[config.mk]
export PLATFORM = sky130hd
export DESIGN_NAME = uart_tx_sched_flat
export DESIGN_NICKNAME = d
export VERILOG_FILES = /design/src/rtl/uart_tx_sched_if.sv /design/src/rtl/uart_tx_sched.sv /design/src/flat_wrapper.sv
export SDC_FILE = /design/constraint.sdc
export NUM_CORES = 1
export LEC_CHECK = 0
export ABC_AREA = 1
export CORE_MARGIN = 4
export CORE_UTILIZATION = 30
export CTS_CLUSTER_SIZE = 40
export DETAILED_ROUTE_END_ITERATION = 7
export PLACE_DENSITY = 0.67
export SLEW_MARGIN = 20
export SYNTH_ARGS = -nofsm -noshare
export SYNTH_HDL_FRONTEND = slang
export SYNTH_SLANG_ARGS = --single-unit
[constraint.sdc]
create_clock -name clk -period 4.9 [get_ports clk]
set_clock_uncertainty 0.2 [all_clocks]
set_input_delay 0.735 -clock clk [delete_from_list [all_inputs] [get_ports clk]]
set_output_delay 0.735 -clock clk [all_outputs]
set_load 0.03 [all_outputs]
[src/rtl/uart_tx_sched_if.sv]
// Requester, scheduler and transmitter bundle for uart_tx_sched.
// The scheduler uses master; requesters and transmitter use slave.
interface uart_tx_sched_if #(
  parameter int NUM_REQ = 4
);
  localparam int ID_W = (NUM_REQ > 1) ? $clog2(NUM_REQ) : 1;

  logic [NUM_REQ-1:0]   req;
  logic [8*NUM_REQ-1:0] req_data;
  logic [NUM_REQ-1:0]   ack;
  logic [ID_W-1:0]      grant_id;
  logic                 busy;
  logic                 trmt;
  logic [7:0]           tx_data;
  logic                 baud_clk;
  logic                 tx_done;

  modport master (
    input  req,
    input  req_data,
    input  tx_done,
    output ack,
    output grant_id,
    output busy,
    output trmt,
    output tx_data,
    output baud_clk
  );

  modport slave (
    output req,
    output req_data,
    output tx_done,
    input  ack,
    input  grant_id,
    input  busy,
    input  trmt,
    input  tx_data,
    input  baud_clk
  );
endinterface

[src/rtl/uart_tx_sched.sv]
// Round-robin scheduler sharing one UART transmitter among NUM_REQ
// requesters; also generates the transmitter's baud shift strobe.
module uart_tx_sched #(
  parameter int NUM_REQ  = 4,
  parameter int BAUD_DIV = 434
) (
  input logic             clk,
  input logic             rst_n,
  uart_tx_sched_if.master bus
);
  localparam int CNT_W = $clog2(BAUD_DIV);
  localparam int ID_W  = $clog2(NUM_REQ);
  localparam int SW    = ID_W + 1;
  localparam logic [CNT_W-1:0] CNT_TOP = CNT_W'(BAUD_DIV - 1);
  localparam logic [ID_W-1:0]  ID_TOP  = ID_W'(NUM_REQ - 1);

  typedef enum logic [2:0] {
    S_IDLE,
    S_LAUNCH,
    S_WAIT_LOW,
    S_WAIT_HIGH,
    S_ACK
  } state_t;

  state_t r_state;
  state_t w_next;

  logic [ID_W-1:0]    r_rr;
  logic [ID_W-1:0]    r_gid;
  logic [7:0]         r_data;
  logic [CNT_W-1:0]   r_cnt;
  logic               r_busy;
  logic               r_trmt;
  logic               r_baud;
  logic [NUM_REQ-1:0] r_ack;

  logic               w_found;
  logic [ID_W-1:0]    w_pick;
  logic [ID_W-1:0]    w_idx;
  logic [SW-1:0]      w_sum;
  logic [7:0]         w_byte;
  logic [ID_W-1:0]    w_rr_nxt;
  logic               w_wait;
  logic               w_wait_nxt;
  logic [CNT_W-1:0]   w_cnt_nxt;

  // First pending request at or after the rotation pointer.
  always_comb begin
    w_found = 1'b0;
    w_pick  = '0;
    w_sum   = '0;
    w_idx   = '0;
    for (int k = 0; k < NUM_REQ; k++) begin
      w_sum = {1'b0, r_rr} + SW'(k);
      if (w_sum >= SW'(NUM_REQ)) begin
        w_sum = w_sum - SW'(NUM_REQ);
      end
      w_idx = w_sum[ID_W-1:0];
      if (!w_found && bus.req[w_idx]) begin
        w_found = 1'b1;
        w_pick  = w_idx;
      end
    end
  end

  always_comb begin
    w_byte = 8'h00;
    for (int i = 0; i < NUM_REQ; i++) begin
      if (w_pick == ID_W'(i)) begin
        w_byte = bus.req_data[8*i +: 8];
      end
    end
  end

  always_comb begin
    w_next = r_state;
    unique case (r_state)
      S_IDLE:      if (w_found) w_next = S_LAUNCH;
      S_LAUNCH:    w_next = S_WAIT_LOW;
      S_WAIT_LOW:  if (!bus.tx_done) w_next = S_WAIT_HIGH;
      S_WAIT_HIGH: if (bus.tx_done) w_next = S_ACK;
      S_ACK:       w_next = S_IDLE;
      default:     w_next = S_IDLE;
    endcase
  end

  assign w_rr_nxt = (r_gid == ID_TOP) ? '0 : r_gid + ID_W'(1);

  assign w_wait = (r_state == S_WAIT_LOW) ||
                  (r_state == S_WAIT_HIGH);

  assign w_wait_nxt = (w_next == S_WAIT_LOW) ||
                      (w_next == S_WAIT_HIGH);

  // Baud count is held at zero outside the wait states.
  assign w_cnt_nxt = !w_wait           ? '0 :
                     (r_cnt == CNT_TOP) ? '0 :
                     r_cnt + CNT_W'(1);

  always_ff @(posedge clk or negedge rst_n) begin
    if (!rst_n) begin
      r_state <= S_IDLE;
      r_rr    <= '0;
      r_gid   <= '0;
      r_data  <= 8'h00;
      r_cnt   <= '0;
      r_busy  <= 1'b0;
      r_trmt  <= 1'b0;
      r_baud  <= 1'b0;
      r_ack   <= '0;
    end else begin
      r_state <= w_next;
      r_cnt   <= w_cnt_nxt;
      r_busy  <= (w_next != S_IDLE);
      r_trmt  <= (w_next == S_LAUNCH);
      r_baud  <= w_wait_nxt && (w_cnt_nxt == CNT_TOP);
      r_ack   <= (w_next == S_ACK) ?
                 (NUM_REQ'(1) << r_gid) : '0;
      if (r_state == S_IDLE && w_found) begin
        r_gid  <= w_pick;
        r_data <= w_byte;
      end
      if (r_state == S_ACK) begin
        r_rr <= w_rr_nxt;
      end
    end
  end

  assign bus.ack      = r_ack;
  assign bus.grant_id = r_gid;
  assign bus.busy     = r_busy;
  assign bus.trmt     = r_trmt;
  assign bus.tx_data  = r_data;
  assign bus.baud_clk = r_baud;
endmodule

[src/flat_wrapper.sv]
// flat-port wrapper written by rule: the top's interface ports become plain ports
module uart_tx_sched_flat 
#(
  parameter int NUM_REQ  = 4,
  parameter int BAUD_DIV = 434
)
  (clk, rst_n, bus_req, bus_req_data, bus_tx_done, bus_ack, bus_grant_id, bus_busy, bus_trmt, bus_tx_data, bus_baud_clk);
  uart_tx_sched_if #(.NUM_REQ(NUM_REQ)) bus_i ();
  input logic clk;
  input logic rst_n;
  input wire logic [$bits(bus_i.req)-1:0] bus_req;
  input wire logic [$bits(bus_i.req_data)-1:0] bus_req_data;
  input wire logic [$bits(bus_i.tx_done)-1:0] bus_tx_done;
  output wire logic [$bits(bus_i.ack)-1:0] bus_ack;
  output wire logic [$bits(bus_i.grant_id)-1:0] bus_grant_id;
  output wire logic [$bits(bus_i.busy)-1:0] bus_busy;
  output wire logic [$bits(bus_i.trmt)-1:0] bus_trmt;
  output wire logic [$bits(bus_i.tx_data)-1:0] bus_tx_data;
  output wire logic [$bits(bus_i.baud_clk)-1:0] bus_baud_clk;
  assign bus_i.req = bus_req;
  assign bus_i.req_data = bus_req_data;
  assign bus_i.tx_done = bus_tx_done;
  assign bus_ack = bus_i.ack;
  assign bus_grant_id = bus_i.grant_id;
  assign bus_busy = bus_i.busy;
  assign bus_trmt = bus_i.trmt;
  assign bus_tx_data = bus_i.tx_data;
  assign bus_baud_clk = bus_i.baud_clk;
  uart_tx_sched #(.NUM_REQ(NUM_REQ), .BAUD_DIV(BAUD_DIV)) u_core (.clk(clk), .rst_n(rst_n), .bus(bus_i));
endmodule
# Word-level counts from Yosys, hierarchy flattened
# Index checks and enable logic that the tools add are counted.
[word_totals]
register_bits = 31
out_inout_bits = 17
wordCells = 86
[classes]
addsub = 9
magnitude_cmp = 8
eq_ne = 14
shift = 1
muxes = 32
reduce_logical = 13
[op_table]
columns = ["operator", "n"]
rows = [
  ["2-to-1 mux 8 bit", 4],
  ["== test 9 bit (second input constant)", 2],
  ["2-to-1 mux 2 bit", 9],
  ["2-to-1 mux 9 bit", 2],
  ["== test 3 x 2 -> 1 bit (second input constant)", 4],
  ["less-than comparator 2 x 3 -> 1 bit (second input constant)", 4],
  ["case mux 3 bit (4 select lines)", 1],
  ["adder 9 x 1 -> 9 bit (second input constant)", 1],
  [">= comparator 3 bit (second input constant)", 3],
  ["2-to-1 mux 3 bit", 3],
  ["binary-select mux 1 bit (select 2 bit)", 4],
  ["2-to-1 mux 1 bit", 8],
  ["subtractor 2 x 1 -> 2 bit (second input constant)", 4],
  ["adder 2 x 2 -> 3 bit (second input constant)", 2],
  ["== test 2 bit (second input constant)", 3],
  ["== test 3 x 1 -> 1 bit (second input constant)", 2],
  ["== test 3 bit (second input constant)", 2],
  ["logical AND 1 bit", 5],
  ["2-to-1 mux 4 bit", 1],
  ["<< shifter 1 x 2 -> 4 bit (first input constant)", 1],
  ["adder 2 x 1 -> 3 bit (second input constant)", 1],
  [">= comparator 2 x 3 -> 1 bit (second input constant)", 1],
  ["zero test 1 bit", 3],
  ["zero test 3 bit", 1],
  ["other kinds (5)", 6],
]

# Logic depth before layout (Yosys ltp)
# Gate-level depths: netlist of run 1.
[logic_depth]
word_depth = 19
ltp_mapped = 16
mapped_depth_nobuf = 15

# Worst setup path before layout of run 1
# Ideal clock, no wire load.
[synth_timing]
kind = "input to register"
startpoint = "input bus_req[0]"
endpoint = "register u_core.r_data[2], in the netlist u_core.bus.tx_data[2]"
setup_time_ns = 0.117
arrival_time_ns = 1.845
required_ns = 4.583
slack_ns = 2.738
stages = 15
n_path_buf = 1
cell_sequence = "inv_1 nand2_1 nand3_2 nand2_2 nor2_2 nand3_1 nand2_2 nand2_4 inv_4 nand2_4 buf_6 o21ai_2 inv_1 nand2_1 nand2_1"
[synth_via]
elab_chain_cells = 17
elab_cells_between_ends = 31
cone_classes = "3 x eq/ne; 20 x mux; 8 x reduce/logical"
[synth_lines]
columns = ["item", "line", "text"]
rows = [
  ["start, declared", "flat_wrapper.sv:11", "input wire logic [$bits(bus_i.req)-1:0] bus_req;"],
  ["binary-select mux 1 bit (select 2 bit)", "uart_tx_sched.sv:59", "if (!w_found && bus.req[w_idx]) begin"],
  ["2-to-1 mux 1 bit (not written as such)", "uart_tx_sched.sv:59", ""],
  ["2-to-1 mux 1 bit", "uart_tx_sched.sv:59", ""],
  ["zero test 1 bit", "uart_tx_sched.sv:59", ""],
  ["logical AND 1 bit", "uart_tx_sched.sv:59", ""],
  ["2-to-1 mux 1 bit", "uart_tx_sched.sv:59", ""],
  ["zero test 1 bit", "uart_tx_sched.sv:59", ""],
  ["logical AND 1 bit", "uart_tx_sched.sv:59", ""],
  ["2-to-1 mux 1 bit", "uart_tx_sched.sv:59", ""],
  ["zero test 1 bit", "uart_tx_sched.sv:59", ""],
  ["logical AND 1 bit", "uart_tx_sched.sv:59", ""],
  ["2-to-1 mux 2 bit", "uart_tx_sched.sv:59", ""],
  ["zero test 2 bit", "uart_tx_sched.sv:69", "if (w_pick == ID_W'(i)) begin"],
  ["2-to-1 mux 8 bit (4 in a row)", "uart_tx_sched.sv:69", ""],
  ["end signal, assigned", "uart_tx_sched.sv:121", "r_data <= w_byte;"],
  ["end, declared", "uart_tx_sched.sv:30", "logic [7:0] r_data;"],
]
# Parallel ways exist; a longest one is shown, timed or not. The select of a mux whose other input is x is not followed.
# A chain may end at the register's enable or synchronous reset.

# Worst setup path in the final report of run 1
[layout_timing]
startpoint = "input bus_req[3]"
endpoint = "register u_core.r_data[0], in the netlist u_core.bus.tx_data[0]"
# Same word-level chain as after synthesis.

==> results of run 1 <==
==> layer usage <==
layer / routed length, microns / track usage, %
met2: 2170 / 22.0
met3: 269 / 3.72
met4: 106 / 6.04
met1: 2030 / 15.0
met5: 0 / 0
==> through the flow <==
step                      std cells  utilization, %  hold slack [ns]
after floorplan                 271               -            0.237
after global placement          399            40.4            0.266
after detailed placement        399            40.4            0.267
after CTS                       407            42.3            0.277
after global routing            407            42.3            0.299
final                           407            42.3            0.275
==> layout by cell type (no fill, tap or decap), drive strengths merged <==
master | synthesis | routed
nor4 | 2 | 2
nand4 | 8 | 8
bufinv | 0 | 1
nand2 | 90 | 90
xnor2 | 1 | 1
ha | 6 | 6
buf | 5 | 1
nor3b | 1 | 1
nor3 | 3 | 3
inv | 42 | 42
nand3 | 32 | 32
a31oi | 1 | 1
a21oi | 4 | 4
clkinv | 0 | 1
o21ai | 16 | 16
or2 | 3 | 3
clkbuf | 0 | 6
clkdlybuf4s50 | 0 | 55
nor2 | 26 | 26
dfrtp | 31 | 31
==> state kept, by name, summed over array words and instances (netlist names) <==
name / cells
u_core.r_rr: 2
u_core.bus.grant_id: 2
u_core.r_state: 3
u_core.bus.ack: 4
u_core.r_cnt: 9
u_core.bus.tx_data: 8
u_core.bus.busy: 1
u_core.bus.baud_clk: 1
u_core.bus.trmt: 1
==> cell families after synthesis <==
group | after synthesis
AND/OR/NAND/NOR | 165
buffers and inverters | 47
flip-flops | 31
AO/OA/AOI/OAI | 21
adder cells (fa/ha/maj) | 6
XOR/XNOR | 1
==> path summary, 6_finish.rpt <==
| path | start | depth (start not counted) | to |
|---|---|---|---|
| hold / removal | u_core.r_state[2]$_DFF_PN0_ | 1 | u_core.r_state[2]$_DFF_PN0_ |
| setup / recovery | bus_req[3] | 14 | u_core.bus.tx_data[0]$_DFFE_PN0P_ |
| setup reg to reg | u_core.r_rr[0]$_DFFE_PN0N_ | 13 | u_core.bus.tx_data[0]$_DFFE_PN0P_ |
| hold reg to reg | u_core.r_state[2]$_DFF_PN0_ | 1 | u_core.r_state[2]$_DFF_PN0_ |
| max in group asynchronous | rst_n | 2 | u_core.bus.grant_id[1]$_DFFE_PN0P_ |
| min in group asynchronous | rst_n | 2 | u_core.r_cnt[3]$_DFF_PN0_ |
==> power breakdown <==
| group | switching [mW] | internal [mW] |
|---|---|---|
| Combinational | 0.635 | 0.350 |
| Sequential | 0.0736 | 0.335 |
| Clock | 0.0948 | 0.164 |
==> worst register-to-register path: stages (launching register included) <==
cell,delay [ns]
dfrtp_1,0.61
inv_2,0.18
nand2_1,0.16
nand2_1,0.08
nand2_1,0.07
nand2_1,0.09
nand3_1,0.11
or2_1,0.13
nand3_2,0.24
inv_2,0.24
o21ai_0,0.13
inv_2,0.05
nand2_1,0.05
nand2_1,0.05
==> area by class of cell <==
| class | instances | share of cell area, % |
|---|---|---|
| multi-input combinational | 193 | 36.4 |
| timing repair buffer | 56 | 20.8 |
| inverter | 42 | 5.96 |
| tap | 77 | 3.59 |
| clock buffer | 6 | 3.08 |
| clock inverter | 2 | 1.30 |
| sequential | 31 | 28.9 |
==> out/metrics.csv, run 1 <==
stage;metric;value;unit
outcome;outcome;finished, final reports clean;
global_routing;grt-ovfl-total;0;
sta;setup_viol;0;
sta;fin_crit_sh;53.6;%
cells_and_area;multi_input_area;977;sq um
cells_and_area;design_area;0.00269;sq mm
critical_path;crit_fanout;14;
floorplanning;io_pins;56;
synthesis;yosysMostFrequentCell;nand2_1;
routing;dr.pass1.iters;5;
synthesis;synth_flop_cell;dfrtp_1;
pwr;p_per_area;615;mW/mm^2
synthesis;ys_seq_area_share;39.6;%
critical_path;crit_top_cell;nand2_1;
cts;cts_setup_buffers;0;
synthesis;yosys.area.top_type_share;39.6;%
global_routing;grt_pass1_wl;8140;microns
floorplanning;die_area;0.00788;sq mm
placed_design;pre_cts_slack;1.98;ns
cts;cts.hold.buffers_added;0;
critical_path;endpoint_kind;register;
cts;ctsResizeCount;0;
critical_path;critical_path_class;input pin to register;
synthesis;synth_nets;316;
critical_path;path_buf_inv;5;
synthesis;synth_top_family_by_area;simple AND/OR/NAND/NOR gates;
routing;wirelength;4580;microns
cells_and_area;n_fill_cell;612;
global_routing;grt_max_degree;32;
global_routing;grt_usage;13.0;%
critical_path;arrival;2.65;ns
cells_and_area;syn_to_final_growth;37.2;%
sta;tns;0;ns
floorplanning;start_util;30.8;%
cts;insertion_delay;0.28;ns
synthesis;muxShareOfSynthArea;0;%
pwr;finalPower;1.65;mW
floorplanning;core-area;0.00635;sq mm
global_routing;antenna_found_initial;0;
routing;vias;1877;
synthesis;synth_xor_area_share;0.448;%
sta;slew_violations;0;
cells_and_area;seq_area;776;sq um
routing;ant_nets;0;
sta;rsz0062_at_grt;false;
critical_path;crit_path_top_delay_cell;clkdlybuf4s50_1;
cells_and_area;drive_gt1_share;12.1;%
synthesis;synthCells;271;
critical_path;startpoint_type;input pin;
routing;viasPerCell;4.61;
placed_design;placed_area;0.00257;sq mm
sta;period_minus_slack;2.62;ns
critical_path;critPathMaxStageDelay;0.51;ns
sta;max_slew_margin;71.2;%
synthesis;synth_edf_count;0;
cts;cts_made_buffers;5;
routing;drc;0;
global_routing;grt_pass1_vias;1901;
floorplanning;rows;29;
synthesis;synth_area_per_cell;7.22;sq um
sta;worstMarginPinSlew;0.432;ns
pwr;peakVddDrop;0.323;mV
cts;cts_sinks;31;
run;drv_cap;0;
synthesis;synth_compound_area_share;6.33;%
synthesis;yosys_register_bits;31;
routing;wire_per_inst;11.3;microns
synthesis;syn_area;0.00196;sq mm
placed_design;hpwlAfterDp;3690;microns
synthesis;async_flop_share;100;%
critical_path;crit_required;4.92;ns
cts;clk_pin_slew;0.07;ns
cells_and_area;fin_nets;374;
cts;cts_tree;built;
critical_path;cp_cell_sequence;clkdlybuf4s50_1 > inv_1 > nand2_1 > nand3_2 > nand2_2 > inv_1 > nand3_1 > or2_1 > nand3_2 > inv_2 > o21ai_0 > inv_2 > nand2_1 > nand2_1;
synthesis;synth_common_cells;nand2_1, inv_1, dfrtp_1, nand3_1, nor2_1;
critical_path;regToRegSetupSlack;2.45;ns
routing;drtIter0Drc;77;
sta;fin_ws;2.28;ns
sta;final_hold_viol_count;0;
sta;fmax;0.381;GHz
cts;cts_buffer_depth;2;
cells_and_area;antenna_cells;0;
placed_design;io_buffers;55;
synthesis;synth_top_cell_by_area;dfrtp_1;
synthesis;ys_types;28;
cts;root_buffer;clkbuf_8;
synthesis;yosys_warnings;0;
placed_design;gp_congestion;0.928;
floorplanning;die_w;88.8;microns
worst_hold_path;min_path_type;register to register;
floorplanning;die_h;88.8;microns
pwr;power_leakage;1.31;nW
synthesis;synth-simple-area-share;39.3;%
synthesis;synthTopCellsByArea;dfrtp_1, nand2_1, nand3_1, inv_1, nor2_1;
synthesis;synth-adder-area-share;3.84;%
critical_path;critPathTopFamily;buffers and inverters;
cts;htreeDepth;2;
Note: power is estimated with default switching activity, not from simulation.
==> inputs of run 2 (changes only) <==
--- a/config.mk
+++ b/config.mk
@@ -10,7 +10,7 @@
 export CORE_UTILIZATION = 30
 export CTS_CLUSTER_SIZE = 40
 export DETAILED_ROUTE_END_ITERATION = 7
-export PLACE_DENSITY = 0.67
+export PLACE_DENSITY = 0.69
 export SLEW_MARGIN = 20
 export SYNTH_ARGS = -nofsm -noshare
 export SYNTH_HDL_FRONTEND = slang
==> constraint.sdc (replaced) <==
create_clock -name clk -period 2.1 [get_ports clk]
set_clock_uncertainty 0.2 [all_clocks]
set_input_delay 0.315 -clock clk [delete_from_list [all_inputs] [get_ports clk]]
set_output_delay 0.315 -clock clk [all_outputs]
set_load 0.03 [all_outputs]
==> run 2 against run 1 <==
The flow now finishes with violations (negative setup slack). Clock-buffer cell count is the same. Hold slack worse by 0.061 ns. Largest cell class unchanged. Sequential share of layout area down 3.2 points. Sequential power grew 130%. Routed wire length is 5.8% higher.
==> out/metrics.csv, run 2 (synthesis results as in run 1) <==
stage;metric;value;unit
routing;drtIter0Drc;83;
placed_design;place_inst;411;
critical_path;crit_top_cell;nand2_1;
routing;routed-wl-met2;2380;microns
sta;slew_violations;0;
sta;fin_crit_sh;101;%
cts;cts_buffer_depth;2;
critical_path;crit_required;2.08;ns
critical_path;crit_fanout;15;
routing;viasPerCell;4.54;
outcome;outcome;finished with violations;
pwr;combPwrFrac;67.6;%
placed_design;gp_congestion;0.845;
cts;cts_sinks;31;
cts;cts.hold.buffers_added;0;
critical_path;critPathMaxStageDelay;0.49;ns
floorplanning;die_h;88.8;microns
cells_and_area;largest_reg_flops;9;
pwr;netSwitchingPower;2.17;mW
routing;ant_nets;0;
pwr;internal_power;2.59;mW
global_routing;grt_max_degree;32;
placed_design;hpwlAfterDp;3590;microns
routing;wl_met1;2130;microns
global_routing;grt_usage;12.5;%
floorplanning;rows;29;
critical_path;cp_cell_sequence;clkbuf_16 > nand2_1 > nand2_1 > nand2_2 > nand2_4 > nand4_1 > nand3_2 > buf_4 > nand2_8 > or2_0 > nand3_1 > nand2_1;
routing;dr.pass1.iters;4;
cts;cts_tree;built;
routing;dr.max_layer_used;met4;
floorplanning;core-area;0.00635;sq mm
critical_path;arrival;2.11;ns
global_routing;antenna_found_initial;0;
cells_and_area;syn_to_final_growth;54.5;%
placed_design;pre_cts_slack;-0.249;ns
global_routing;grt-ovfl-total;0;
cells_and_area;regMostFlops;u_core.r_cnt;
pwr;p_seq_share;19.7;%
sta;setup_viol;5;
critical_path;critical_path_class;register to register;
sta;rsz0062_at_grt;true;
pwr;p_clk_share;12.7;%
cts;root_buffer;clkbuf_8;
critical_path;endpoint_kind;register;
cells_and_area;stdcell_count;424;
pwr;peakVddDrop;0.973;mV
floorplanning;die_area;0.00788;sq mm
cts;clk_pin_slew;0.07;ns
routing;wire_per_inst;11.4;microns
floorplanning;start_util;30.8;%
pwr;p_per_area;1580;mW/mm^2
pwr;finalPower;4.76;mW
routing;drc;0;
cells_and_area;most-common-layout-cells;nand2_1, clkdlybuf4s50_1, inv_1;
run;drv_cap;0;
global_routing;grt_pass1_wl;7860;microns
sta;period_minus_slack;2.13;ns
cts;cts_made_buffers;5;
routing;vias;1925;
cells_and_area;postLayoutCoreUtil;47.6;%
floorplanning;io_pins;56;
cells_and_area;final_common_cell;nand2_1;
outcome;failed_checks;negative setup slack;
sta;final_hold_viol_count;0;
routing;wirelength;4850;microns
cts;insertion_delay;0.28;ns
sta;fmax;0.470;GHz
placed_design;io_buffers;55;
global_routing;grt_pass1_vias;1902;
cells_and_area;fin_nets;391;
critical_path;startpoint_type;register;
routing;route.met3.wl;261;microns
sta;fin_ws;-0.0287;ns
cts;htreeDepth;2;
sta;worstMarginPinSlew;0.389;ns
sta;tns;-0.0919;ns
critical_path;crit_path_top_delay_cell;dfrtp_2;
cells_and_area;drive_gt1_share;22.2;%
pwr;sw_frac_of_total;45.6;%
pwr;power_leakage;1.44;nW
floorplanning;die_w;88.8;microns
cells_and_area;antenna_cells;0;
worst_hold_path;min_path_type;input pin to asynchronous set/reset pin;
sta;max_slew_margin;74.1;%
## run 2: metal layers
layer  track usage (%)  up-vias
met5                 0        -
met3              2.23        6
met1              15.1      867
met2              21.5       48
met4              5.91        0
li1                  -     1004
## run 2: timing repair
item | in CTS | in global routing
gates cloned | 0 | 4
setup endpoints to repair | 7 | 11
gates resized for setup | 3 | 34
setup buffers | 0 | 1
pin swaps | 0 | 5
## run 2: worst paths after layout
kind	startpoint	end	slack, ns	depth (start not counted)
max in group asynchronous	rst_n	u_core.r_rr[0]$_DFFE_PN0N_	1.17	2
worst min register to register	u_core.r_state[2]$_DFF_PN0_	u_core.r_state[2]$_DFF_PN0_	0.27	1
worst min-delay path	rst_n	u_core.bus.baud_clk$_DFF_PN0_	0.21	2
worst max register to register	u_core.r_rr[0]$_DFFE_PN0N_	u_core.bus.tx_data[5]$_DFFE_PN0P_	-0.03	12
worst max-delay path	u_core.r_rr[0]$_DFFE_PN0N_	u_core.bus.tx_data[5]$_DFFE_PN0P_	-0.03	12
min in group clk	u_core.r_state[2]$_DFF_PN0_	u_core.r_state[2]$_DFF_PN0_	0.27	1
## run 2: per-stage QoR
step,cell area (sq um),hold WS (ns)
after floorplan,1960,-0.181
after global placement,2680,0.260
after detailed placement,2680,0.267
after CTS,2800,0.234
after global routing,3020,0.268
final,3020,0.214
## run 2: final cells by class
class / count / area, sq um
clock inverters: 2 / 35.0
flip-flops and latches: 31 / 777
multi-input cells: 193 / 1110
well taps: 77 / 96.3
fillers: 599 / 3330
repair buffers: 72 / 756
repair inverters: 1 / 5.00
clock buffers: 6 / 82.6
inverters: 42 / 165
## run 2: worst max-delay path, delay by kind of cell (launching register included)
kind          cells  cell delay [ns]
simple gates     10             0.99
buf+inv           2             0.33
flops             1             0.49
## run 2: power groups by stage
stage | registers, mW | clock network, mW | logic [mW]
2_1_floorplan | 1.12 | 0 | 1.62
3_3_place_gp | 0.924 | 0 | 2.60
3_5_place_dp | 0.926 | 0 | 2.65
4_1_cts | 0.921 | 0.620 | 2.67
5_1_grt | 0.963 | 0.643 | 3.55
6_report | 0.936 | 0.606 | 3.22
==> inputs of run 3 (changes only) <==
--- a/config.mk
+++ b/config.mk
@@ -6,7 +6,8 @@
 export NUM_CORES = 1
 export LEC_CHECK = 0
 export ABC_AREA = 1
-export CORE_MARGIN = 4
+export ABC_CLOCK_PERIOD_IN_PS = 2100
+export CORE_MARGIN = 5
 export CORE_UTILIZATION = 30
 export CTS_CLUSTER_SIZE = 40
 export DETAILED_ROUTE_END_ITERATION = 7
==> run 3 against run 2 <==
The flow still finishes with violations (negative setup slack). Hold slack better by 0.018 ns. Largest cell class unchanged. Register-to-register slack lost 0.06 ns. Global-route usage down 0.51 points. Critical path depth rose by 3. Highest routed layer unchanged. Cell area down 1.0%. Fmax is 2.7% lower. Combinational power rose by 2%. Clock-buffer cell count grew 1. Routed wire length grew 5.3%. Sequential power is essentially flat.
==> out/metrics.csv, run 3 (synthesis results as in run 1) <==
stage;metric;value;unit
outcome;outcome;finished with violations;
outcome;failed_checks;negative setup slack;
cells_and_area;largest_reg_flops;9;
placed_design;pre_cts_slack;-0.296;ns
cts;cts_made_buffers;5;
sta;worstMarginPinSlew;0.395;ns
sta;setup_viol;8;
sta;period_minus_slack;2.19;ns
placed_design;hpwlAfterDp;3770;microns
global_routing;antenna_found_initial;0;
cells_and_area;most-common-layout-cells;nand2_1, clkdlybuf4s50_1, inv_1;
critical_path;crit_fanout;7;
routing;viasPerCell;4.58;
pwr;peakVddDrop;0.744;mV
routing;ant_nets;0;
global_routing;grt_pass1_wl;8390;microns
cts;htreeDepth;2;
pwr;power_leakage;1.42;nW
global_routing;grt_usage;12.0;%
pwr;p_per_area;1560;mW/mm^2
cells_and_area;fin_nets;391;
routing;wirelength;5110;microns
sta;fin_crit_sh;104;%
global_routing;grt-ovfl-total;0;
sta;max_slew_margin;73.7;%
cells_and_area;antenna_cells;0;
sta;slew_violations;0;
cts;insertion_delay;0.28;ns
floorplanning;die_w;90.8;microns
sta;fmax;0.457;GHz
cells_and_area;postLayoutCoreUtil;47.1;%
cells_and_area;design_area;0.00299;sq mm
routing;drtIter0Drc;105;
critical_path;crit_required;2.07;ns
pwr;finalPower;4.68;mW
run;drv_cap;0;
worst_hold_path;min_path_type;input pin to asynchronous set/reset pin;
sta;fin_worst_hold_slack;0.232;ns
critical_path;critical_path_class;register to register;
cells_and_area;stdcell_count;424;
sta;tns;-0.523;ns
floorplanning;die_area;0.00824;sq mm
sta;fin_ws;-0.0875;ns
cells_and_area;final_common_cell;nand2_1;
routing;wire_per_inst;12.0;microns
critical_path;startpoint_type;register;
routing;vias;1944;
cts;cts_buffer_depth;2;
cells_and_area;drive_gt1_share;22.5;%
sta;rsz0062_at_grt;true;
floorplanning;die_h;90.8;microns
critical_path;regToRegSetupSlack;-0.09;ns
cells_and_area;syn_to_final_growth;52.9;%
critical_path;endpoint_kind;register;
cells_and_area;n_fill_cell;609;
routing;drc;0;
floorplanning;rows;29;
cts;root_buffer;clkbuf_8;
critical_path;arrival;2.16;ns
placed_design;io_buffers;55;
placed_design;place_inst;408;
global_routing;grt_max_degree;32;
routing;dr.pass1.iters;4;
floorplanning;core-area;0.00635;sq mm
cts;cts_tree;built;
placed_design;placed_area;0.00266;sq mm
placed_design;gp_congestion;0.838;
cts;clk_pin_slew;0.06;ns
floorplanning;start_util;30.8;%
cells_and_area;regMostFlops;u_core.r_cnt;
global_routing;grt_pass1_vias;1966;
cts;cts_sinks;31;
sta;final_hold_viol_count;0;
floorplanning;io_pins;56;
==> run 3: cell types whose count changed in the layout (fill, tap and decap cells not counted), sizes merged <==
cell    before  now
buf         14   17
clkbuf       9    8
clkinv       3    2
bufinv       1    0
==> run 3: cell type report <==
class	instances	area (sq um)	area share, %
Timing Repair Buffer	73	759	25.4
Tap cell	77	96.3	3.22
Sequential cell	31	778	26.0
Inverter	42	178	5.94
Clock inverter	1	5.00	0.167
Clock buffer	7	76.3	2.55
Multi-Input combinational cell	193	1100	36.7
==> run 3: repair_timing <==
action                     CTS  global route
resized for setup            4            44
hold buffers                 0             0
pin swaps                    0            13
setup endpoints to repair    6            11
gates cloned                 0             1
setup buffers                0             7
==> run 3: metal layers <==
layer | share of wire [%] | global-route usage, % | vias up
met5 | 0 | 0 | -
met1 | 43 | 13.6 | 883
met4 | 2.5 | 5.46 | 0
li1 | - | - | 1004
met3 | 5.3 | 2.92 | 10
met2 | 49 | 21.1 | 47
==> run 3: final timing paths <==
check                                             from                                 to  cells after the start
min                                              rst_n          u_core.bus.trmt$_DFF_PN0_                      2
max                         u_core.r_rr[0]$_DFFE_PN0N_  u_core.bus.tx_data[6]$_DFFE_PN0P_                     15
min reg2reg                u_core.r_state[2]$_DFF_PN0_        u_core.r_state[2]$_DFF_PN0_                      1
min in group clk           u_core.r_state[2]$_DFF_PN0_        u_core.r_state[2]$_DFF_PN0_                      1
max in group asynchronous                        rst_n         u_core.r_rr[0]$_DFFE_PN0N_                      2
max reg2reg                 u_core.r_rr[0]$_DFFE_PN0N_  u_core.bus.tx_data[6]$_DFFE_PN0P_                     15
==> run 3: critical path, stage by stage, from the launching register on <==
cell and delay, ns:
dfrtp_2 0.43, buf_12 0.14, buf_8 0.12, nand2_2 0.11
nand3_4 0.09, nand2_4 0.10, nor2_1 0.05, nor2_1 0.13
nand2_2 0.08, nand2_4 0.12, buf_12 0.13, nor2_4 0.05
nand2_1 0.07, nand4_1 0.10, nand2_1 0.08, nand2_1 0.05
==> run 3: power breakdown <==
| part | total [mW] | switching [mW] | internal [mW] |
|---|---|---|---|
| combinational | 3.30 | 1.85 | 1.45 |
| sequential | 0.937 | 0.151 | 0.785 |
| clock | 0.437 | 0.205 | 0.232 |
==> edit 1, RTL diff (config.mk and constraints of run 1) <==
`BAUD_DIV` is set to 434 in 2 places; all go to 1736.
--- a/src/rtl/uart_tx_sched.sv
+++ b/src/rtl/uart_tx_sched.sv
@@ -2,7 +2,7 @@
 // requesters; also generates the transmitter's baud shift strobe.
 module uart_tx_sched #(
   parameter int NUM_REQ  = 4,
-  parameter int BAUD_DIV = 434
+  parameter int BAUD_DIV = 1736
 ) (
   input logic             clk,
   input logic             rst_n,
--- a/src/flat_wrapper.sv
+++ b/src/flat_wrapper.sv
@@ -2,7 +2,7 @@
 module uart_tx_sched_flat 
 #(
   parameter int NUM_REQ  = 4,
-  parameter int BAUD_DIV = 434
+  parameter int BAUD_DIV = 1736
 )
   (clk, rst_n, bus_req, bus_req_data, bus_tx_done, bus_ack, bus_grant_id, bus_busy, bus_trmt, bus_tx_data, bus_baud_clk);
   uart_tx_sched_if #(.NUM_REQ(NUM_REQ)) bus_i ();
Formal check against the unedited RTL: same outputs for any inputs over 10 cycles, from zero or initial values and one cycle with rst_n low; that may be too few to reach the edited logic, so the function may still have changed.
==> edit 1 against run 1 <==
  * Setup slack lost 0.010 ns
  * Utilization shrank 0.19 points
  * Sequential cell count grew 2
  * Fmax shrank 0.39%
  * Area after synthesis grew 3.8%
  * Wire length grew 5.4%
  * Non-clock buffer count is the same
  * Total power shrank 7.7%
  * Critical path type unchanged
  * Cell area grew 1.3%
  * Sequential share of layout area grew 1.5 points
  * Critical endpoint is now u_core.bus.tx_data[5]
  * Largest power group unchanged
==> edit 1: results (changes against run 1) <==
metric	value	unit	change
drtIter0Drc	88		+14%
grt_pass1_wl	8250	um	+1.4%
synth_nets	330		+4.4%
cts_max_path_buffers	2		unchanged
grt_usage	0.121		-0.00872
firstDrtPassIters	4		-1
hp-class	flip-flop to flip-flop		
muxShareOfSynthArea	0		unchanged
p_leak	1.39	nW	+6.2%
syn2layout_area_growth	33.9	%	
synthTopCellsByArea	dfrtp_1 41%, nand2_1 17%, nand3_1 7.4%		
synth_common_cells	90 x nand2_1, 38 x inv_1, 33 x dfrtp_1, 30 x nand3_1, 27 x nor2_1		
postSynthCellCount	286		+5.5%
critPathLaunch	bus_req[0]		
dp_slack	1.95	ns	-0.0241 ns
clk_pin_slew	0.06	ns	
place_congestion	0.853		-8.1%
antenna_cells	0		unchanged
tightest_slew	0.631	ns	+0.199 ns
wire_per_inst	11.5	um	+2.2%
via_per_inst	4.62		+0.11%
reg2reg_to	u_core.bus.tx_data[5]		
dp_hpwl	3880	um	+5.0%
synthAdderAreaFrac	0.0308		-0.00756
postPlaceCellArea	0.00265	mm^2	+3.0%
fin_crit_sh	0.538		+0.00208
grt_max_degree	21		-34%
synth_top_area_frac	0.407		+0.0102
synth_compound_area_frac	0.0536		-0.00969
run_status	completed		
largest_reg_flops	11		+2
power	0.00152	W	-7.7%
cp.arrival	2.66	ns	about the same
grt_pass1_vias	1894		-0.37%
ys_seq_area_frac	0.407		+0.0102
switchingPower	0.000756	W	-5.8%
rrSetupSlack	2.45	ns	about the same
synth_xor_area_frac	0.00863		+0.00415
vdd_drop_max	0.000343	V	+6.1%
layoutNonFillerInstCount	420		+3.2%
drive_gt1_frac	0.0875		-0.0337
final_nets	388		+3.7%
placed_cells	414		+3.8%
nFillCells	669		+9.3%
-- edit 1: area by class of cell --
type                    count  share of cell area
clock buffers               5              0.0253
clock inverters             1             0.00184
inverters                  42              0.0580
multi-input cells         206               0.370
flip-flops and latches     33               0.304
well taps                  77              0.0354
repair buffers             56               0.205
-- edit 1: critical path, cell delays in order --
cell	delay [ns]
clkdlybuf4s50_1	0.47
inv_1	0.05
nand2_1	0.10
nand2_1	0.08
nand2_1	0.06
nand2_1	0.09
nand3_1	0.11
or2_1	0.11
nand3_2	0.24
inv_2	0.27
o21ai_1	0.10
nor2_1	0.11
nand2_1	0.06
nand2_1	0.05
-- edit 1: layer usage --
layer,up-vias,track usage,share of wire
met2,47,0.212,0.48
met3,10,0.0258,0.035
met5,-,0,0
met1,873,0.142,0.46
li1,1009,-,-
met4,0,0.0536,0.023
-- edit 1: worst min-delay path by stage --
stage	from	endpoint	slack (ns)	cells past startpoint
floorplan	rst_n	u_core.bus.ack[0]	0.24	0
global placement	u_core.r_state[2]	u_core.r_state[2]	0.26	1
detailed placement	u_core.bus.tx_data[4]	u_core.bus.tx_data[4]	0.27	2
CTS	u_core.r_state[2]	u_core.r_state[2]	0.29	1
global route	u_core.bus.tx_data[2]	u_core.bus.tx_data[2]	0.32	2
finish	u_core.r_state[2]	u_core.r_state[2]	0.29	1
-- edit 1: power groups by stage --
| stage | logic, W | clock network [W] | registers (W) |
|---|---|---|---|
| detailed placement | 0.000928 | 0 | 0.000424 |
| global placement | 0.000910 | 0 | 0.000424 |
| finish | 0.000922 | 0.000183 | 0.000420 |
| floorplan | 0.000623 | 0 | 0.000492 |
| global route | 0.00104 | 0.000199 | 0.000430 |
| CTS | 0.000929 | 0.000190 | 0.000421 |
==> edit 2, RTL diff (settings of run 1) <==
Made on the original files. Encoding of `state_t`: now Gray code (3 bits for 5 states).
--- a/src/rtl/uart_tx_sched.sv
+++ b/src/rtl/uart_tx_sched.sv
@@ -15,11 +15,11 @@
   localparam logic [ID_W-1:0]  ID_TOP  = ID_W'(NUM_REQ - 1);
 
   typedef enum logic [2:0] {
-    S_IDLE,
-    S_LAUNCH,
-    S_WAIT_LOW,
-    S_WAIT_HIGH,
-    S_ACK
+    S_IDLE      = 3'b000,
+    S_LAUNCH    = 3'b001,
+    S_WAIT_LOW  = 3'b011,
+    S_WAIT_HIGH = 3'b010,
+    S_ACK       = 3'b110
   } state_t;
 
   state_t r_state;
Function: no difference found for any inputs over 10 cycles, from zero or initial values and one cycle with rst_n low; not proved beyond that.
==> edit 2 against run 1 <==
  * Wire length shrank 3.1%
  * First-iteration DRC count shrank 40%
  * Area after synthesis shrank 1.0%
  * Register-to-register slack lost 0.24 ns
  * Cell area shrank 1.8%
  * Via count shrank 4.3%
  * Setup slack lost 0.33 ns
  * Total power shrank 1.8%
  * Sequential cell count is the same
  * Critical path type unchanged
  * Highest routed layer unchanged
==> edit 2: results (changes against run 1) <==
metric	value	unit	change
postSynthCellCount	265		-2.2%
run_status	completed		
synth_common_cells	81 x nand2_1, 36 x inv_1, 31 x dfrtp_1, 24 x nand3_1, 20 x nor2_1		
via_per_inst	4.50		-2.3%
tightest_slew	0.492	ns	+0.0603 ns
p_comb	0.00102	W	+4%
placed_cells	392		-1.8%
grt_pass1_wl	7680	um	-5.7%
dp_hpwl	3640	um	-1.5%
hp-start	u_core.bus.tx_data[4]		
synth_nets	310		-1.9%
synth_xor_area_frac	0.00904		+0.00457
nFillCells	654		+6.9%
grt_usage	0.123		-0.00683
cp_top_family	simple AND/OR/NAND/NOR gates		
wl_met3	293	um	+8.9%
wirelength_met1	1880	um	-7.5%
crit_path_max_fanout	13		-1
multi_input_area	965	um^2	-1.3%
gr-usage-met1	0.143		-0.00719
layoutNonFillerInstCount	399		-2.0%
drtIter0Drc	46		-40%
synthAdderAreaFrac	0.0388		+0.000397
max_stage_delay	0.42	ns	-0.09 ns
vdd_drop_max	0.000346	V	+6.9%
power_density	616	mW/mm^2	about the same
firstDrtPassIters	4		-1
wl_met2	2210	um	+1.8%
globalRouteMet3Util	0.0326		-0.00466
synthTopCellsByArea	dfrtp_1 40%, nand2_1 16%, inv_1 7.0%		
p_int	0.000808	W	-4.8%
ys_seq_area_frac	0.401		+0.00410
place_congestion	0.791		-15%
wire_per_inst	11.1	um	-1.2%
-- edit 2: final timing paths --
kind                                         endpoint  slack (ns)  depth (start not counted)
worst max register to register  u_core.bus.tx_data[6]        2.21                         15
worst max-delay path            u_core.bus.tx_data[6]        1.94                         15
max in group asynchronous       u_core.bus.tx_data[6]        3.56                          2
min in group asynchronous           u_core.bus.ack[0]        0.65                          2
worst min-delay path            u_core.bus.tx_data[4]        0.28                          2
worst min register to register  u_core.bus.tx_data[4]        0.28                          2
-- edit 2: logic make-up after synthesis --
group | after synthesis
DFF | 31
buffers and inverters | 47
xor gates and xnor gates | 2
AOI/OAI and AO/OA | 26
and+or+nand+nor | 153
adders and majority gates | 6
-- edit 2: cell type report --
class / instances / share of cell area
multi-input combinational: 187 / 0.366
inverter: 41 / 0.0584
clock buffer: 6 / 0.0313
timing repair buffer: 56 / 0.212
clock inverter: 1 / 0.00190
sequential: 31 / 0.294
tap: 77 / 0.0365
